File: src/rtl/mipi_csi_rx_pkg.sv
// Purpose : shared constants and helpers for the CSI-2 receive packet decoder.
// Contents: data-type codes, packet_type encoding, header ECC and DT mapping.
// Notes   : pure package, no state.
package mipi_csi_rx_pkg;

   // CSI-2 data-type codes (6-bit DT field of the header DI byte)
   localparam logic [5:0] DT_FS          = 6'h00;
   localparam logic [5:0] DT_FE          = 6'h01;
   localparam logic [5:0] DT_SHORT_LIMIT = 6'h10;  // DT below this is a short packet
   localparam logic [5:0] DT_RAW8        = 6'h2A;
   localparam logic [5:0] DT_RAW10       = 6'h2B;
   localparam logic [5:0] DT_RAW12       = 6'h2C;
   localparam logic [5:0] DT_RAW14       = 6'h2D;

   // packet_type_o encoding handed to the RAW depacker
   localparam logic [2:0] PT_NONE  = 3'd0;
   localparam logic [2:0] PT_RAW8  = 3'd2;
   localparam logic [2:0] PT_RAW10 = 3'd3;
   localparam logic [2:0] PT_RAW12 = 3'd4;
   localparam logic [2:0] PT_RAW14 = 3'd5;

   // CSI-2 Hamming ECC over the 24-bit header {WC[15:0], DI[7:0]}.
   // d[0] is DI bit 0, d[23] is WC bit 15. The two upper ECC bits are
   // always zero, so only six parity bits are produced here.
   function automatic logic [5:0] csi_header_ecc(input logic [23:0] d);
      logic [5:0] p;
      p[0] = d[0]  ^ d[1]  ^ d[2]  ^ d[4]  ^ d[5]  ^ d[7]  ^ d[10] ^
             d[11] ^ d[13] ^ d[16] ^ d[20] ^ d[21] ^ d[22] ^ d[23];
      p[1] = d[0]  ^ d[1]  ^ d[3]  ^ d[4]  ^ d[6]  ^ d[8]  ^ d[10] ^
             d[12] ^ d[14] ^ d[17] ^ d[20] ^ d[21] ^ d[22] ^ d[23];
      p[2] = d[0]  ^ d[2]  ^ d[3]  ^ d[5]  ^ d[6]  ^ d[9]  ^ d[11] ^
             d[12] ^ d[15] ^ d[18] ^ d[20] ^ d[21] ^ d[22];
      p[3] = d[1]  ^ d[2]  ^ d[3]  ^ d[7]  ^ d[8]  ^ d[9]  ^ d[13] ^
             d[14] ^ d[15] ^ d[19] ^ d[20] ^ d[21] ^ d[23];
      p[4] = d[4]  ^ d[5]  ^ d[6]  ^ d[7]  ^ d[8]  ^ d[9]  ^ d[16] ^
             d[17] ^ d[18] ^ d[19] ^ d[20] ^ d[22] ^ d[23];
      p[5] = d[10] ^ d[11] ^ d[12] ^ d[13] ^ d[14] ^ d[15] ^ d[16] ^
             d[17] ^ d[18] ^ d[19] ^ d[21] ^ d[22] ^ d[23];
      return p;
   endfunction

   // Long-packet DT to depacker packet_type; PT_NONE for anything unsupported.
   function automatic logic [2:0] dt_to_ptype(input logic [5:0] dt);
      logic [2:0] pt;
      case (dt)
         DT_RAW8:  pt = PT_RAW8;
         DT_RAW10: pt = PT_RAW10;
         DT_RAW12: pt = PT_RAW12;
         DT_RAW14: pt = PT_RAW14;
         default:  pt = PT_NONE;
      endcase
      return pt;
   endfunction

endpackage

File: src/rtl/mipi_csi_rx_packet_decoder_8b2lane.sv
// Purpose : parse CSI-2 packet headers from the 2-lane aligned byte stream,
//           check header ECC, forward long-packet payload of one VC, and turn
//           FS/FE short packets into pulses.
// Latency : 1 cycle, data_i at edge N is on data_o after edge N.
// Backpr. : none; the aligner cannot be stalled, the depacker must keep up.
// Ports   : clk_i/reset_n_i clock and async active-low reset;
//           data_valid_i/data_i aligned stream in ([7:0] = earlier byte);
//           output_valid_o/data_o payload out; packet_type_o/packet_length_o
//           descriptor of the last accepted long packet; frame_start_o,
//           frame_end_o, ecc_error_o, truncated_o one-cycle event pulses.
module mipi_csi_rx_packet_decoder_8b2lane
   import mipi_csi_rx_pkg::*;
#(
   parameter logic [1:0] VIRTUAL_CHANNEL = 2'd0
) (
   input  logic        clk_i,
   input  logic        reset_n_i,
   input  logic        data_valid_i,
   input  logic [15:0] data_i,
   output logic        output_valid_o,
   output logic [15:0] data_o,
   output logic [2:0]  packet_type_o,
   output logic [15:0] packet_length_o,
   output logic        frame_start_o,
   output logic        frame_end_o,
   output logic        ecc_error_o,
   output logic        truncated_o
);

   localparam logic [1:0] ST_IDLE    = 2'd0;
   localparam logic [1:0] ST_HDR1    = 2'd1;
   localparam logic [1:0] ST_PAYLOAD = 2'd2;
   localparam logic [1:0] ST_DRAIN   = 2'd3;

   logic [1:0]  state_q, state_d;
   logic        vld_prev_q, vld_prev_d;
   logic [7:0]  di_q, di_d;
   logic [7:0]  wc_lo_q, wc_lo_d;
   logic [15:0] word_cnt_q, word_cnt_d;
   logic        output_valid_q, output_valid_d;
   logic [15:0] data_q, data_d;
   logic [2:0]  packet_type_q, packet_type_d;
   logic [15:0] packet_length_q, packet_length_d;
   logic        frame_start_q, frame_start_d;
   logic        frame_end_q, frame_end_d;
   logic        ecc_error_q, ecc_error_d;
   logic        truncated_q, truncated_d;

   // Header fields available while in HDR1 (second header word on data_i)
   logic [15:0] wc_full;
   logic [5:0]  ecc_calc;
   logic        ecc_ok;
   logic [5:0]  hdr_dt;
   logic [2:0]  hdr_ptype;
   logic [15:0] wc_words;

   always_comb begin
      wc_full   = {data_i[7:0], wc_lo_q};
      ecc_calc  = csi_header_ecc({wc_full, di_q});
      ecc_ok    = (data_i[15:8] == {2'b00, ecc_calc});
      hdr_dt    = di_q[5:0];
      hdr_ptype = dt_to_ptype(hdr_dt);
      // ceil(WC/2) without needing a 17-bit intermediate
      wc_words  = {1'b0, wc_full[15:1]} + {15'd0, wc_full[0]};
   end

   always_comb begin
      state_d         = state_q;
      vld_prev_d      = data_valid_i;
      di_d            = di_q;
      wc_lo_d         = wc_lo_q;
      word_cnt_d      = word_cnt_q;
      output_valid_d  = 1'b0;
      data_d          = data_q;
      packet_type_d   = packet_type_q;
      packet_length_d = packet_length_q;
      frame_start_d   = 1'b0;
      frame_end_d     = 1'b0;
      ecc_error_d     = 1'b0;
      truncated_d     = 1'b0;

      case (state_q)
         ST_IDLE: begin
            // Only a rising data_valid_i starts a packet; this also keeps a
            // packet already in flight at reset release from being misparsed.
            if (data_valid_i && !vld_prev_q) begin
               di_d    = data_i[7:0];
               wc_lo_d = data_i[15:8];
               state_d = ST_HDR1;
            end
         end

         ST_HDR1: begin
            if (!data_valid_i) begin
               state_d = ST_IDLE;
            end else begin
               state_d = ST_DRAIN;
               if (!ecc_ok) begin
                  ecc_error_d = 1'b1;
               end else if (di_q[7:6] == VIRTUAL_CHANNEL) begin
                  if (hdr_dt < DT_SHORT_LIMIT) begin
                     frame_start_d = (hdr_dt == DT_FS);
                     frame_end_d   = (hdr_dt == DT_FE);
                  end else if (hdr_ptype == PT_NONE) begin
                     packet_type_d = PT_NONE;
                  end else begin
                     packet_type_d   = hdr_ptype;
                     packet_length_d = wc_full;
                     if (wc_full != 16'd0) begin
                        word_cnt_d = wc_words;
                        state_d    = ST_PAYLOAD;
                     end
                  end
               end
            end
         end

         ST_PAYLOAD: begin
            if (data_valid_i) begin
               output_valid_d = 1'b1;
               data_d         = data_i;
               word_cnt_d     = word_cnt_q - 16'd1;
               if (word_cnt_q == 16'd1) begin
                  state_d = ST_DRAIN;
               end
            end else begin
               truncated_d = 1'b1;
               state_d     = ST_IDLE;
            end
         end

         default: begin  // ST_DRAIN: swallow CRC and anything trailing
            if (!data_valid_i) begin
               state_d = ST_IDLE;
            end
         end
      endcase
   end

   always_ff @(posedge clk_i or negedge reset_n_i) begin
      if (!reset_n_i) begin
         state_q         <= ST_IDLE;
         vld_prev_q      <= 1'b1;  // require a low cycle before the first header
         di_q            <= 8'd0;
         wc_lo_q         <= 8'd0;
         word_cnt_q      <= 16'd0;
         output_valid_q  <= 1'b0;
         data_q          <= 16'd0;
         packet_type_q   <= PT_NONE;
         packet_length_q <= 16'd0;
         frame_start_q   <= 1'b0;
         frame_end_q     <= 1'b0;
         ecc_error_q     <= 1'b0;
         truncated_q     <= 1'b0;
      end else begin
         state_q         <= state_d;
         vld_prev_q      <= vld_prev_d;
         di_q            <= di_d;
         wc_lo_q         <= wc_lo_d;
         word_cnt_q      <= word_cnt_d;
         output_valid_q  <= output_valid_d;
         data_q          <= data_d;
         packet_type_q   <= packet_type_d;
         packet_length_q <= packet_length_d;
         frame_start_q   <= frame_start_d;
         frame_end_q     <= frame_end_d;
         ecc_error_q     <= ecc_error_d;
         truncated_q     <= truncated_d;
      end
   end

   assign output_valid_o  = output_valid_q;
   assign data_o          = data_q;
   assign packet_type_o   = packet_type_q;
   assign packet_length_o = packet_length_q;
   assign frame_start_o   = frame_start_q;
   assign frame_end_o     = frame_end_q;
   assign ecc_error_o     = ecc_error_q;
   assign truncated_o     = truncated_q;

endmodule
File: config.mk
export PLATFORM = sky130hd
export DESIGN_NAME = mipi_csi_rx_packet_decoder_8b2lane
export DESIGN_NICKNAME = d
export VERILOG_FILES = /design/src/rtl/mipi_csi_rx_pkg.sv /design/src/rtl/mipi_csi_rx_packet_decoder_8b2lane.sv
export SDC_FILE = /design/constraint.sdc
export NUM_CORES = 1
export LEC_CHECK = 0
export BUFFER_PORTS_ARGS = -buffer_cell sky130_fd_sc_hd__clkbuf_2
export CAP_MARGIN = 30
export CORE_UTILIZATION = 41
export CTS_CLUSTER_DIAMETER = 100
export DETAILED_ROUTE_END_ITERATION = 6
export PLACE_DENSITY = 0.69
export SKIP_CTS_REPAIR_TIMING = 1
export SYNTH_ARGS = -nofsm -noshare
export SYNTH_HDL_FRONTEND = slang
export SYNTH_SLANG_ARGS = --single-unit
File: constraint.sdc
create_clock -name clk_i -period 4.4 [get_ports clk_i]
set_input_delay 1.32 -clock clk_i [delete_from_list [all_inputs] [get_ports clk_i]]
set_output_delay 1.32 -clock clk_i [all_outputs]
set_load 0.05 [all_outputs]
**Word level (Yosys, flattened, before mapping)**

Cells that the tools add are included.

- Order comparisons: 1
- Reductions and logical operators: 14
- Bitwise gates (word level): 75
- Equality and inequality tests: 19
- Multiplexer cells: 38
- $add $sub $neg: 2

Operator list:

| operator | count |
|---|---|
| $mux 16 | 7 |
| $xor 1x1->1 | 73 |
| $pmux 16 s2 | 1 |
| $eq 6x6->1 const B | 4 |
| $mux 1 | 22 |
| $add 15x1->16 | 1 |
| $eq 16x1->1 const B | 1 |
| $ne 2x2->1 const B | 8 |
| $reduce_bool 16->1 | 1 |
| $sub 16x1->16 const B | 1 |
| $pmux 3 s4 | 1 |
| $mux 2 | 5 |
| $eq 8x6->1 | 1 |
| $reduce_and 8->1 | 1 |
| $eq 6x1->1 const B | 1 |
| $logic_not 6->1 | 1 |
| $lt 6x5->1 const B | 1 |
| $pmux 2 s3 | 1 |
| $reduce_and 6->1 | 1 |
| $reduce_and 5->1 | 1 |
| $logic_not 2->1 | 2 |
| $ne 4x1->1 const B | 1 |
| $reduce_and 2->1 | 2 |
| $logic_not 3->1 | 1 |
| 9 further kinds | 10 |

- Bits in registers: 75

**Depth between registers and ports, before layout**

- Depth in word-level cells: 17
- Depth in mapped cells: 11

**Worst setup path before layout**

Ideal clock, no wire load.

- Path type: input port to flip-flop
- From: in data_i[2]
- To: reg packet_length_q[10], in the netlist packet_length_o[10]
- Stages on the path: 10
- Data required time: 4.275 ns
- Buffers on the path: 3
- Slack: 0.338 ns
- Arrival time: 3.937 ns
- Cells stage by stage: buf_2 > xnor3_1 > xnor3_1 > xnor2_1 > and3_1 > o211ai_2 > or4b_1 > buf_6 > buf_8 > mux2_4

- Word-level cells in the longest chain between the ends: 7

Ends and longest elaborated chain:

| item | RTL line | text |
|---|---|---|
| from (decl) | mipi_csi_rx_packet_decoder_8b2lane.sv:19 | `input logic [15:0] data_i,` |
| $xor 1x1->1 (on tied branches) (5 in series) | mipi_csi_rx_pkg.sv:36, mipi_csi_rx_pkg.sv:38 |  |
| $eq 8x6->1 | mipi_csi_rx_packet_decoder_8b2lane.sv:60 | `ecc_ok = (data_i[15:8] == {2'b00, ecc_calc});` |
| $reduce_and 6->1 (no source line) | - |  |
| to (signal assigned) | mipi_csi_rx_packet_decoder_8b2lane.sv:164 | `packet_length_q <= packet_length_d;` |
| to (decl) | mipi_csi_rx_packet_decoder_8b2lane.sv:43 | `logic [15:0] packet_length_q, packet_length_d;` |

Several ways; a longest one is shown, not always the timed one.
A chain may end at the register's enable or synchronous reset.

**Worst setup path in the final report**

- From: in data_i[0]
- To: reg packet_length_q[15], in the netlist packet_length_o[15]

- Word-level cells in the longest chain between the ends: 9

Ends and longest elaborated chain:

| item | RTL line |
|---|---|
| $xor 1x1->1 (on tied branches) (2 in series) | mipi_csi_rx_pkg.sv:35, mipi_csi_rx_pkg.sv:37 |
| $xor 1x1->1 (on tied branches) (5 in series) | mipi_csi_rx_pkg.sv:36, mipi_csi_rx_pkg.sv:38 |
| $eq 8x6->1 * | mipi_csi_rx_packet_decoder_8b2lane.sv:60 |
| $reduce_and 6->1 (no source line) * | - |

Every way passes the cells marked *; elsewhere a longest branch is shown, timed or not.

==> out/qor.yml <==
status:
  outcome: "finished clean"
clock_network:
  numCtsBuffers: 9
  ctsHtreeMaxLevel: 3
  worstSkewPairLatency_ns: 0.36
  clk_path_buf_depth: 2
  clockRootBuffer: "clkbuf_8"
  cts_sinks: 75
  clkTransAtPathRegs_ns: 0.09
  cts_tree: "done"
sta:
  finalSetupTns_ns: 0
  hold-worst-slack_ns: 0.493
  fin_crit_ns: 3.78
  setup_viol: 0
  fin_crit_sh: 0.860
  fmax_mhz: 264
  fin_skew_ns: 0.0137
  hold_viol_final: 0
  tightestPinTransition_ns: 0.827
  max-slew-margin-rel: 0.444
  grt_setup_unrepaired: "no"
  slew_viol_final: 0
die:
  die-width_um: 106
  start_util: 0.425
  ios: 59
  dieHeight_um: 106
  core_area_sq_mm: 0.0104
  rows: 37
  die-area_sq_mm: 0.0112
placed_design:
  portBuffers: 58
  gp_congestion: 0.937
  dp_hpwl_um: 7660
detailed_routing:
  drc: 0
  ant_nets: 0
  routedWlPerCell_um: 17.3
  drt_first_pass_iters: 5
  vias: 3382
  routed_wl_um: 10500
  drtIter0Drc: 185
  viasPerCell: 5.55
layout:
  regArea_sq_mm: 0.00188
  multi_input_area_sq_mm: 0.00238
  final_cell_mix: "74 x dfrtp_1, 57 x clkbuf_2, 34 x nor2_1, 34 x mux2_2, 31 x nand2_1"
  syn_to_final_growth_pct: 14.6
  fin_nets: 501
  n_fill_cell: 983
  diodes: 0
  drive_above_1_share: 0.298
  mostFrequentLayoutCell: "dfrtp_1"
worst_setup_path:
  path_max_fanout: 16
  worstPathRequired_ns: 4.65
  critical_path_class: "primary input to register"
  start_kind: "primary input"
  arrival_ns: 4.03
  cp-end-kind: "register"
pwr:
  power.total_mw: 2.93
  clkPwrFrac: 0.175
  power_leakage_nw: 2.44
  ir_drop_mv: 0.391
  swShare: 0.430
  powerDensity_mw_per_mm2: 578
  p_int_mw: 1.67
  p_comb_frac: 0.474
  seq_power_share: 0.351
  net-switching-power_mw: 1.26
synth:
  ys_seq_elements: 75
  yosysSeqAreaShare: 0.424
  syn_area_sq_mm: 0.00442
  synth.avg_cell_area_sq_um: 10.8
  synth_cell_types: 53
  synth_ff_type: "dfrtp_1"
  yosys_warnings: 0
  netlist_instances: 410
  synth-async-reset-ratio: 1.00
  synth_nets: 443
  synth_edf_count: 0
hold_path:
  hold_class: "register to register"
grt:
  antenna_found_initial: 0
  grt-ovfl-total: 0
  grt_pass1_vias: 3432
  grt_pass1_wl_um: 17500
  track_usage: 0.204
  grt_max_degree: 76
job:
  cap_viol_max_count: 0
==> cell type report <==
type / count / area share
clock buffer: 10 / 0.0272
clock inverter: 6 / 0.00963
inverter: 14 / 0.0104
multi-input combinational: 298 / 0.469
sequential: 75 / 0.371
tap: 136 / 0.0336
timing repair buffer: 70 / 0.0795
==> power groups by stage <==
stage          sequential, mW  combinational [mW]  clock (mW)
2_1_floorplan            1.20               0.905           0
3_3_place_gp             1.02                1.34           0
3_5_place_dp             1.04                1.37           0
4_1_cts                  1.02                1.38       0.526
5_1_grt                  1.05                1.49       0.552
6_report                 1.03                1.39       0.513
==> flip-flops by register name, summed over array words and instances (netlist names) <==
register,cells
packet_length_o,16
frame_start_o,1
state_q,2
wc_lo_q,8
packet_type_o,3
word_cnt_q,16
frame_end_o,1
ecc_error_o,1
vld_prev_q,1
data_o,16
truncated_o,1
di_q,8
output_valid_o,1
==> cell usage after synthesis, drive strengths merged (3+ instances only) <==
| master | n | area, sq um |
|---|---|---|
| a21oi | 11 | 66.3 |
| a31oi | 5 | 31.3 |
| and3 | 9 | 56.3 |
| buf | 10 | 71.3 |
| clkbuf | 13 | 48.8 |
| dfrtp | 74 | 1850 |
| ha | 14 | 175 |
| inv | 13 | 48.8 |
| mux2 | 44 | 533 |
| nand2 | 31 | 116 |
| nand3 | 11 | 55.1 |
| nand4 | 8 | 50.1 |
| nor2 | 34 | 128 |
| nor3 | 14 | 80.1 |
| nor4 | 6 | 37.5 |
| nor4b | 3 | 26.3 |
| o2111ai | 4 | 35.0 |
| o21ai | 18 | 90.1 |
| or3 | 4 | 25.0 |
| xnor2 | 29 | 254 |
| xnor3 | 12 | 272 |
| xor2 | 9 | 78.8 |
==> worst paths after layout <==
check / slack [ns] / cells past startpoint / end / from
max reg2reg: 0.98 / 8 / packet_length_o[15]$_DFFE_PN0P_ / wc_lo_q[4]$_DFFE_PN0P_
max in group asynchronous: 3.07 / 2 / di_q[1]$_DFFE_PN0P_ / reset_n_i
max: 0.62 / 9 / packet_length_o[15]$_DFFE_PN0P_ / data_i[0]
min: 0.49 / 1 / word_cnt_q[14]$_DFFE_PN0P_ / word_cnt_q[14]$_DFFE_PN0P_
min in group asynchronous: 0.75 / 1 / packet_type_o[2]$_DFFE_PN0P_ / reset_n_i
min reg2reg: 0.49 / 1 / word_cnt_q[14]$_DFFE_PN0P_ / word_cnt_q[14]$_DFFE_PN0P_
==> worst max-delay path, cell delays in order <==
cell      delay (ns)
clkbuf_2        0.20
xnor2_1         0.28
xnor3_1         0.37
or3b_4          0.43
a21oi_4         0.19
o211ai_2        0.13
or4b_1          0.53
buf_4           0.24
mux2_4          0.32
==> stage by stage <==
step,cell area [sq um],instances,worst slack (ns),util
floorplan,4420,410,0.338,-
global placement,4850,592,0.331,0.466
detailed placement,4850,592,0.289,0.466
CTS,5040,608,0.662,0.484
global route,5070,609,0.543,0.487
finish,5070,609,0.617,0.487
==> routing by layer <==
metal  vias up  wire [um]  part of all wire  global-route usage
li1       1558          -                 -                   -
met1      1684       4720              0.45               0.268
met2       116       5110              0.49               0.334
met3        24        487             0.046              0.0408
met4         0        212             0.020              0.0714
met5         -          0                 0                   0
==> logic make-up (layout without fill, tap and decap cells) <==
group,after synthesis,count (layout),share of synthesized area
adder cells (fa/ha/maj),14,14,0.0396
AND/OR/NAND/NOR,134,134,0.153
flip-flops,75,75,0.424
XOR/XNOR,50,50,0.137
buffers and inverters,37,100,0.0390
multiplexers,46,46,0.125
AO/OA/AOI/OAI,54,54,0.0826
(Power assumes the default switching activity.)
